==> config.mk <==
export PLATFORM = sky130hd
export DESIGN_NAME = duty_ramp_ctrl
export DESIGN_NICKNAME = d
export VERILOG_FILES = /design/src/rtl/duty_ramp_pkg.sv /design/src/rtl/duty_ramp_ctrl_ramp_tick_gen.sv /design/src/rtl/duty_ramp_ctrl.sv
export SDC_FILE = /design/constraint.sdc
export NUM_CORES = 1
export LEC_CHECK = 0
export ABC_AREA = 1
export CORE_MARGIN = 4
export CORE_UTILIZATION = 45
export DETAILED_ROUTE_END_ITERATION = 6
export PLACE_DENSITY_LB_ADDON = 0.3
export SYNTH_ARGS = -nofsm -noshare
export SYNTH_HDL_FRONTEND = slang
export SYNTH_SLANG_ARGS = --single-unit
==> constraint.sdc <==
create_clock -name clk -period 6.58 [get_ports clk]
set_input_delay 0.658 -clock clk [delete_from_list [all_inputs] [get_ports clk]]
set_output_delay 0.658 -clock clk [all_outputs]
set_load 0.03 [all_outputs]
==> src/rtl/duty_ramp_pkg.sv <==
// Shared types and helpers for the duty ramp controller that feeds pwm_gen.
// Holds the FSM state encoding, default duty limits and the target clamp.
package duty_ramp_pkg;

    localparam int DUTY_W_DEF   = 8;
    localparam int DUTY_MAX_DEF = 100;
    localparam int DUTY_MIN_DEF = 0;
    localparam int IVL_W_DEF    = 16;

    typedef enum logic [1:0] {
        ST_IDLE  = 2'd0,
        ST_RAMP  = 2'd1,
        ST_ESTOP = 2'd2
    } ramp_state_t;

    // Saturate a signed duty request into [lo, hi]
    function automatic logic signed [DUTY_W_DEF-1:0] clamp_duty(
        input logic signed [DUTY_W_DEF-1:0] v,
        input logic signed [DUTY_W_DEF-1:0] lo,
        input logic signed [DUTY_W_DEF-1:0] hi
    );
        logic signed [DUTY_W_DEF-1:0] r;
        if (v < lo) begin
            r = lo;
        end else if (v > hi) begin
            r = hi;
        end else begin
            r = v;
        end
        return r;
    endfunction

endpackage

==> src/rtl/duty_ramp_ctrl_ramp_tick_gen.sv <==
// Step prescaler: emits a one-cycle tick every eff_interval clocks while enabled.
// The tick is combinational from the count so a step lands exactly eff_interval edges after a restart.
module ramp_tick_gen #(
    parameter int IVL_W = 16
) (
    input  logic             clk,
    input  logic             reset,
    input  logic             clear,
    input  logic             enable,
    input  logic [IVL_W-1:0] interval,
    output logic             tick
);

    localparam logic [IVL_W-1:0] ONE_C = {{(IVL_W-1){1'b0}}, 1'b1};

    logic [IVL_W-1:0] cnt_r;
    logic [IVL_W-1:0] eff_ivl_s;
    logic [IVL_W-1:0] last_s;
    logic             tick_s;

    // Effective interval and terminal-count detect; >= tolerates an interval shrinking mid-count
    always_comb begin
        eff_ivl_s = interval;
        if (interval == {IVL_W{1'b0}}) begin
            eff_ivl_s = ONE_C;
        end else begin
            eff_ivl_s = interval;
        end
        last_s = eff_ivl_s - ONE_C;
        tick_s = enable && (cnt_r >= last_s);
    end

    // Prescaler count register
    always_ff @(posedge clk) begin
        if (reset) begin
            cnt_r <= {IVL_W{1'b0}};
        end else if (clear || !enable || tick_s) begin
            cnt_r <= {IVL_W{1'b0}};
        end else begin
            cnt_r <= cnt_r + ONE_C;
        end
    end

    assign tick = tick_s;

endmodule

==> src/rtl/duty_ramp_ctrl.sv <==
// Slew-limited duty command for pwm_gen: accepts clamped targets over valid/ready,
// ramps duty_cycle toward them at a programmable rate, and forces zero on estop.
module duty_ramp_ctrl
    import duty_ramp_pkg::*;
#(
    parameter int DUTY_W   = DUTY_W_DEF,
    parameter int DUTY_MAX = DUTY_MAX_DEF,
    parameter int DUTY_MIN = DUTY_MIN_DEF,
    parameter int IVL_W    = IVL_W_DEF
) (
    input  logic                     clk,
    input  logic                     reset,
    input  logic signed [DUTY_W-1:0] target_duty,
    input  logic                     target_valid,
    output logic                     target_ready,
    input  logic [3:0]               step,
    input  logic [IVL_W-1:0]         interval,
    input  logic                     estop,
    output logic signed [DUTY_W-1:0] duty_cycle,
    output logic                     busy,
    output logic                     at_target
);

    localparam logic signed [DUTY_W-1:0] MAX_C = DUTY_W'(DUTY_MAX);
    localparam logic signed [DUTY_W-1:0] MIN_C = DUTY_W'(DUTY_MIN);

    ramp_state_t               state_r, state_n_s;
    logic signed [DUTY_W-1:0]  duty_r, duty_n_s;
    logic signed [DUTY_W-1:0]  tgt_r, tgt_n_s;
    logic                      busy_r, at_target_r;

    logic                      ready_s, xfer_s, tick_s, tick_clear_s;
    logic signed [DUTY_W-1:0]  tgt_in_s;
    logic signed [DUTY_W:0]    diff_s;
    logic [DUTY_W:0]           mag_s, eff_step_s, move_s;
    logic signed [DUTY_W-1:0]  stepped_s;

    assign ready_s      = !reset && !estop && (state_r != ST_ESTOP);
    assign xfer_s       = target_valid && ready_s;
    assign tgt_in_s     = clamp_duty(target_duty, MIN_C, MAX_C);
    assign tick_clear_s = xfer_s || estop;

    ramp_tick_gen #(.IVL_W(IVL_W)) u_tick (
        .clk      (clk),
        .reset    (reset),
        .clear    (tick_clear_s),
        .enable   (state_r == ST_RAMP),
        .interval (interval),
        .tick     (tick_s)
    );

    // One slew step toward the target: 9-bit signed difference, move = min(eff_step, |diff|)
    always_comb begin
        diff_s     = {tgt_r[DUTY_W-1], tgt_r} - {duty_r[DUTY_W-1], duty_r};
        mag_s      = diff_s[DUTY_W] ? (DUTY_W+1)'(-diff_s) : (DUTY_W+1)'(diff_s);
        eff_step_s = (step == 4'd0) ? (DUTY_W+1)'(1) : (DUTY_W+1)'(step);
        move_s     = (eff_step_s < mag_s) ? eff_step_s : mag_s;
        if (diff_s[DUTY_W]) begin
            stepped_s = duty_r - DUTY_W'(move_s);
        end else begin
            stepped_s = duty_r + DUTY_W'(move_s);
        end
    end

    // Next-state and datapath; estop overrides everything, a transfer beats a tick
    always_comb begin
        state_n_s = state_r;
        duty_n_s  = duty_r;
        tgt_n_s   = tgt_r;
        if (estop) begin
            state_n_s = ST_ESTOP;
            duty_n_s  = '0;
            tgt_n_s   = '0;
        end else begin
            case (state_r)
                ST_IDLE: begin
                    if (xfer_s) begin
                        tgt_n_s   = tgt_in_s;
                        state_n_s = (tgt_in_s != duty_r) ? ST_RAMP : ST_IDLE;
                    end else begin
                        state_n_s = ST_IDLE;
                    end
                end
                ST_RAMP: begin
                    if (xfer_s) begin
                        tgt_n_s   = tgt_in_s;
                        state_n_s = (tgt_in_s != duty_r) ? ST_RAMP : ST_IDLE;
                    end else if (tick_s) begin
                        duty_n_s  = stepped_s;
                        state_n_s = (stepped_s == tgt_r) ? ST_IDLE : ST_RAMP;
                    end else begin
                        state_n_s = ST_RAMP;
                    end
                end
                ST_ESTOP: begin
                    state_n_s = ST_IDLE;
                end
                default: begin
                    state_n_s = ST_IDLE;
                    duty_n_s  = '0;
                    tgt_n_s   = '0;
                end
            endcase
        end
    end

    // State, duty and status registers
    always_ff @(posedge clk) begin
        if (reset) begin
            state_r     <= ST_IDLE;
            duty_r      <= '0;
            tgt_r       <= '0;
            busy_r      <= 1'b0;
            at_target_r <= 1'b1;
        end else begin
            state_r     <= state_n_s;
            duty_r      <= duty_n_s;
            tgt_r       <= tgt_n_s;
            busy_r      <= (state_n_s == ST_RAMP);
            at_target_r <= (duty_n_s == tgt_n_s) && (state_n_s != ST_ESTOP);
        end
    end

    assign target_ready = ready_s;
    assign duty_cycle   = duty_r;
    assign busy         = busy_r;
    assign at_target    = at_target_r;

endmodule

==> summary.md <==
| Metric | Value |
|---|---|
| Status | finished clean |
| Core ar. | roughly 8300 sq um |
| Netlist cell types | 38 |
| Initial Util | 0.465 |
| Critical setup path kind | flop to flop |
| PnR Total Power | ~0.00062 W |
| Final Hold Fails | 0 |
| Area delta synth->final | 15.7% |
| Period utilization | 0.883 |
| Share of cells above drive strength 1 | 0.0642 |
| Pleak | 2.12 nW |
| Die area | roughly 10000 sq um |
| TritonCTS Buffers | 5 |
| Placed instance area | roughly 4400 sq um |
| Ys Warns | 0 |
| Hold buffers post-CTS | 0 |
| Min-delay worst type | flop to flop |
| MaxCap Viol Count | 0 |
| Slew @ Worst Pin | approximately 0.60 ns |
| Nets | about 730 |
| Post-route ant nets | 0 |
| Most frequent cells in the layout | nand2_1 (139), inv_1 (88), nor2_1 (71), nand3_1 (43), clkdlybuf4s50_1 (42) |
| DRT Pass-1 Iters | 6 |
| Final Critical Period | a little under 6 ns |
| Worst stage delay on the critical path | approximately 0.52 ns |
| Initial antenna violation count | 0 |
| Peak supply drop | a little under 0.00008 V |
| Worst reg2reg path endpoint | busy$_SDFF_PP0_ |
| Num Clock Sinks | 35 |
| TritonCTS clock tree | built |
| Worst EP required | 6.81 ns |
| Clk buf depth | 2 |
| Detailed Route Iter0 Violations | approximately 160 |
| Residual DRC count | 0 |
| Via count | roughly 4000 |
| DP HPWL | slightly above 8000 um |
| Comb power frac | 0.378 |
| Avg WL per Cell | approximately 13 um |
| Post-synthesis average cell area | about 6.3 sq um |
| R2R cell count | 37 |
| Largest net degree at the start of global routing | 17 |
| Final wirelength | roughly 9900 um |
| Number of synthesized flops with an enable pin | 0 |
| Commonest non-fill, non-tap cell in the layout | nand2_1 |
| RSZ-0062 raised after global routing | no |
| Chip Height | just over 100 um |
| Switching Share | 0.363 |
| Grt ovf | 0 |
| Final core occ | 0.538 |
| Critical path startpoint | duty_cycle[1]$_SDFF_PP0_ |
| Max Slew Vio Count | 0 |
| Routability cong. | between 0.9 and 1 |
| Design Area, Final | 4460 sq um |
| Fin Hold WS | about 0.48 ns |
| Worst path bufs/invs | 3 |
| Register bit total from synthesis | 35 |
| Worst relative slew slack | 0.597 |
| Slowest stage cell on the critical path | fa_1 |
| CP Data Arrival Time | slightly above 6 ns |
| Setup TNS | 0 ns |
| Critical Path Start Type | flop |
| Row cnt | 33 |
| Post-synthesis sequential area ratio | 0.182 |
| Htree depth | 2 |
| Setup Buffers After CTS | 0 |
| CP Capture Type | flop |
| Post-CTS sizing | 0 |
| Top_reg_cell synth | dfxtp_1 |
| Num ports | 43 |
| CP max FO | 11 |
| Internal | around 0.0004 W |
| CTS Root Cell | clkbuf_8 |
| CP top delay family | simple AND/OR/NAND/NOR gates |
| Clock Latency Late Sink | between 0.2 and 0.3 ns |
| Global-route wire length before repair | 17000 um |
| Mapped Cells | 612 |
| Port Buffers | 42 |
| Clock Power Share | 0.274 |
| Reg clk slew, reported paths | ~0.08 ns |
| CP Depth | 37 |
| Net switching power | ~0.00022 W |
| Setup violations, final | 0 |
| Vias in the first global route | 3793 |
| Reg power frac | 0.348 |
| Die W | between 100 and 150 um |
| Vias per inst | ~5.2 |
| Crit path capture | busy$_SDFF_PP0_ |
| R2R Path Start | duty_cycle[1]$_SDFF_PP0_ |
| Fraction of registers with async set/reset | 0 |
| Areal power density over the cells | approximately 140 nW/um^2 |
| Fmax | around 0.17 GHz |
| # diodes | 0 |
| Synthesized net count | between 600 and 700 |
| Worst-case clock skew | ~0.0061 ns |
| All-Layer GR Usage | 0.203 |
| FF-to-FF setup slack | just under 0.8 ns |
| Fill cells | about 820 |
| Mapped cell area | between 3000 and 4000 sq um |
| CP dominant cell by count | nand2_1 |
[Yosys cell counts (3+ instances only)]
master	instances	area [sq um]
nand2_1	139	522
inv_1	88	330
nor2_1	71	267
nand3_1	43	215
ha_1	38	475
dfxtp_1	35	701
o21ai_0	34	170
xor2_1	33	289
a21oi_1	29	145
nand2_2	16	100
nor3_1	13	65.1
xnor2_1	10	87.6
nand3_2	6	60.1
nor3b_1	6	45.0
clkbuf_1	5	18.8
nand3b_1	5	37.5
nand4_1	5	31.3
nor2_2	4	25.0
o211ai_1	4	30.0
nand2_4	3	33.8
[flip-flops by register name, summed over array words and instances (netlist names)]
| name | flops |
|---|---|
| at_target | 1 |
| busy | 1 |
| duty_cycle | 8 |
| state_r | 1 |
| tgt_r | 8 |
| u_tick.cnt_r | 16 |
[cell families after synthesis]
logic type,synth area share
adder cells (fa/ha/maj),0.134
XOR/XNOR,0.0976
AO/OA/AOI/OAI,0.118
AND/OR/NAND/NOR,0.368
buffers and inverters,0.101
flip-flops,0.182
[worst min path at each step]
| stage | from | endpoint | slack, ns | cells past startpoint |
|---|---|---|---|---|
| after floorplan | u_tick.cnt_r[0]$_SDFF_PP0_ | u_tick.cnt_r[0]$_SDFF_PP0_ | 0.43 | 1 |
| after global placement | u_tick.cnt_r[0]$_SDFF_PP0_ | u_tick.cnt_r[0]$_SDFF_PP0_ | 0.44 | 1 |
| after detailed placement | u_tick.cnt_r[0]$_SDFF_PP0_ | u_tick.cnt_r[0]$_SDFF_PP0_ | 0.46 | 1 |
| after CTS | u_tick.cnt_r[0]$_SDFF_PP0_ | u_tick.cnt_r[0]$_SDFF_PP0_ | 0.48 | 1 |
| after global routing | u_tick.cnt_r[0]$_SDFF_PP0_ | u_tick.cnt_r[0]$_SDFF_PP0_ | 0.53 | 1 |
| final | u_tick.cnt_r[0]$_SDFF_PP0_ | u_tick.cnt_r[0]$_SDFF_PP0_ | 0.48 | 1 |
[through the flow]
step           instances  setup WS, ns
5_1_grt              759       0.00417
2_1_floorplan        612          1.28
6_report             759         0.773
4_1_cts              759         0.726
3_3_place_gp         751         0.919
3_5_place_dp         751         0.766
[layer usage]
metal	vias to the layer above	wire length (um)	global-route usage
li1	2050	-	-
met1	1771	4350	0.250
met2	127	4700	0.356
met3	23	604	0.0346
met4	0	284	0.0632
met5	-	0	0
[worst reg2reg max path, delay by kind of cell, from the launching register on]
kind	cells	cell delay [ns]
flops	1	0.43
fa+ha+maj	4	1.32
simple gates	19	1.78
buf+inv	3	0.32
compound gates	8	1.21
xor+xnor	3	0.65
[power by group through the flow]
stage | registers (W) | clock network (W) | logic (W)
floorplan | 0.000221 | 0 | 0.000167
global placement | 0.000220 | 0 | 0.000223
detailed placement | 0.000220 | 0 | 0.000229
CTS | 0.000215 | 0.000174 | 0.000233
global route | 0.000215 | 0.000185 | 0.000262
finish | 0.000215 | 0.000170 | 0.000234
[layout make-up]
| cell class | instances | area, sq um | area share |
|---|---|---|---|
| Tap cell | 105 | 131 | 0.0294 |
| Clock inverter | 2 | 16.3 | 0.00364 |
| Clock buffer | 6 | 82.6 | 0.0185 |
| Sequential cell | 35 | 701 | 0.157 |
| Timing Repair Buffer | 42 | 420 | 0.0942 |
| Multi-Input combinational cell | 477 | 2770 | 0.620 |
| Inverter | 92 | 345 | 0.0774 |
No activity file was read; power rests on OpenSTA's default activity.
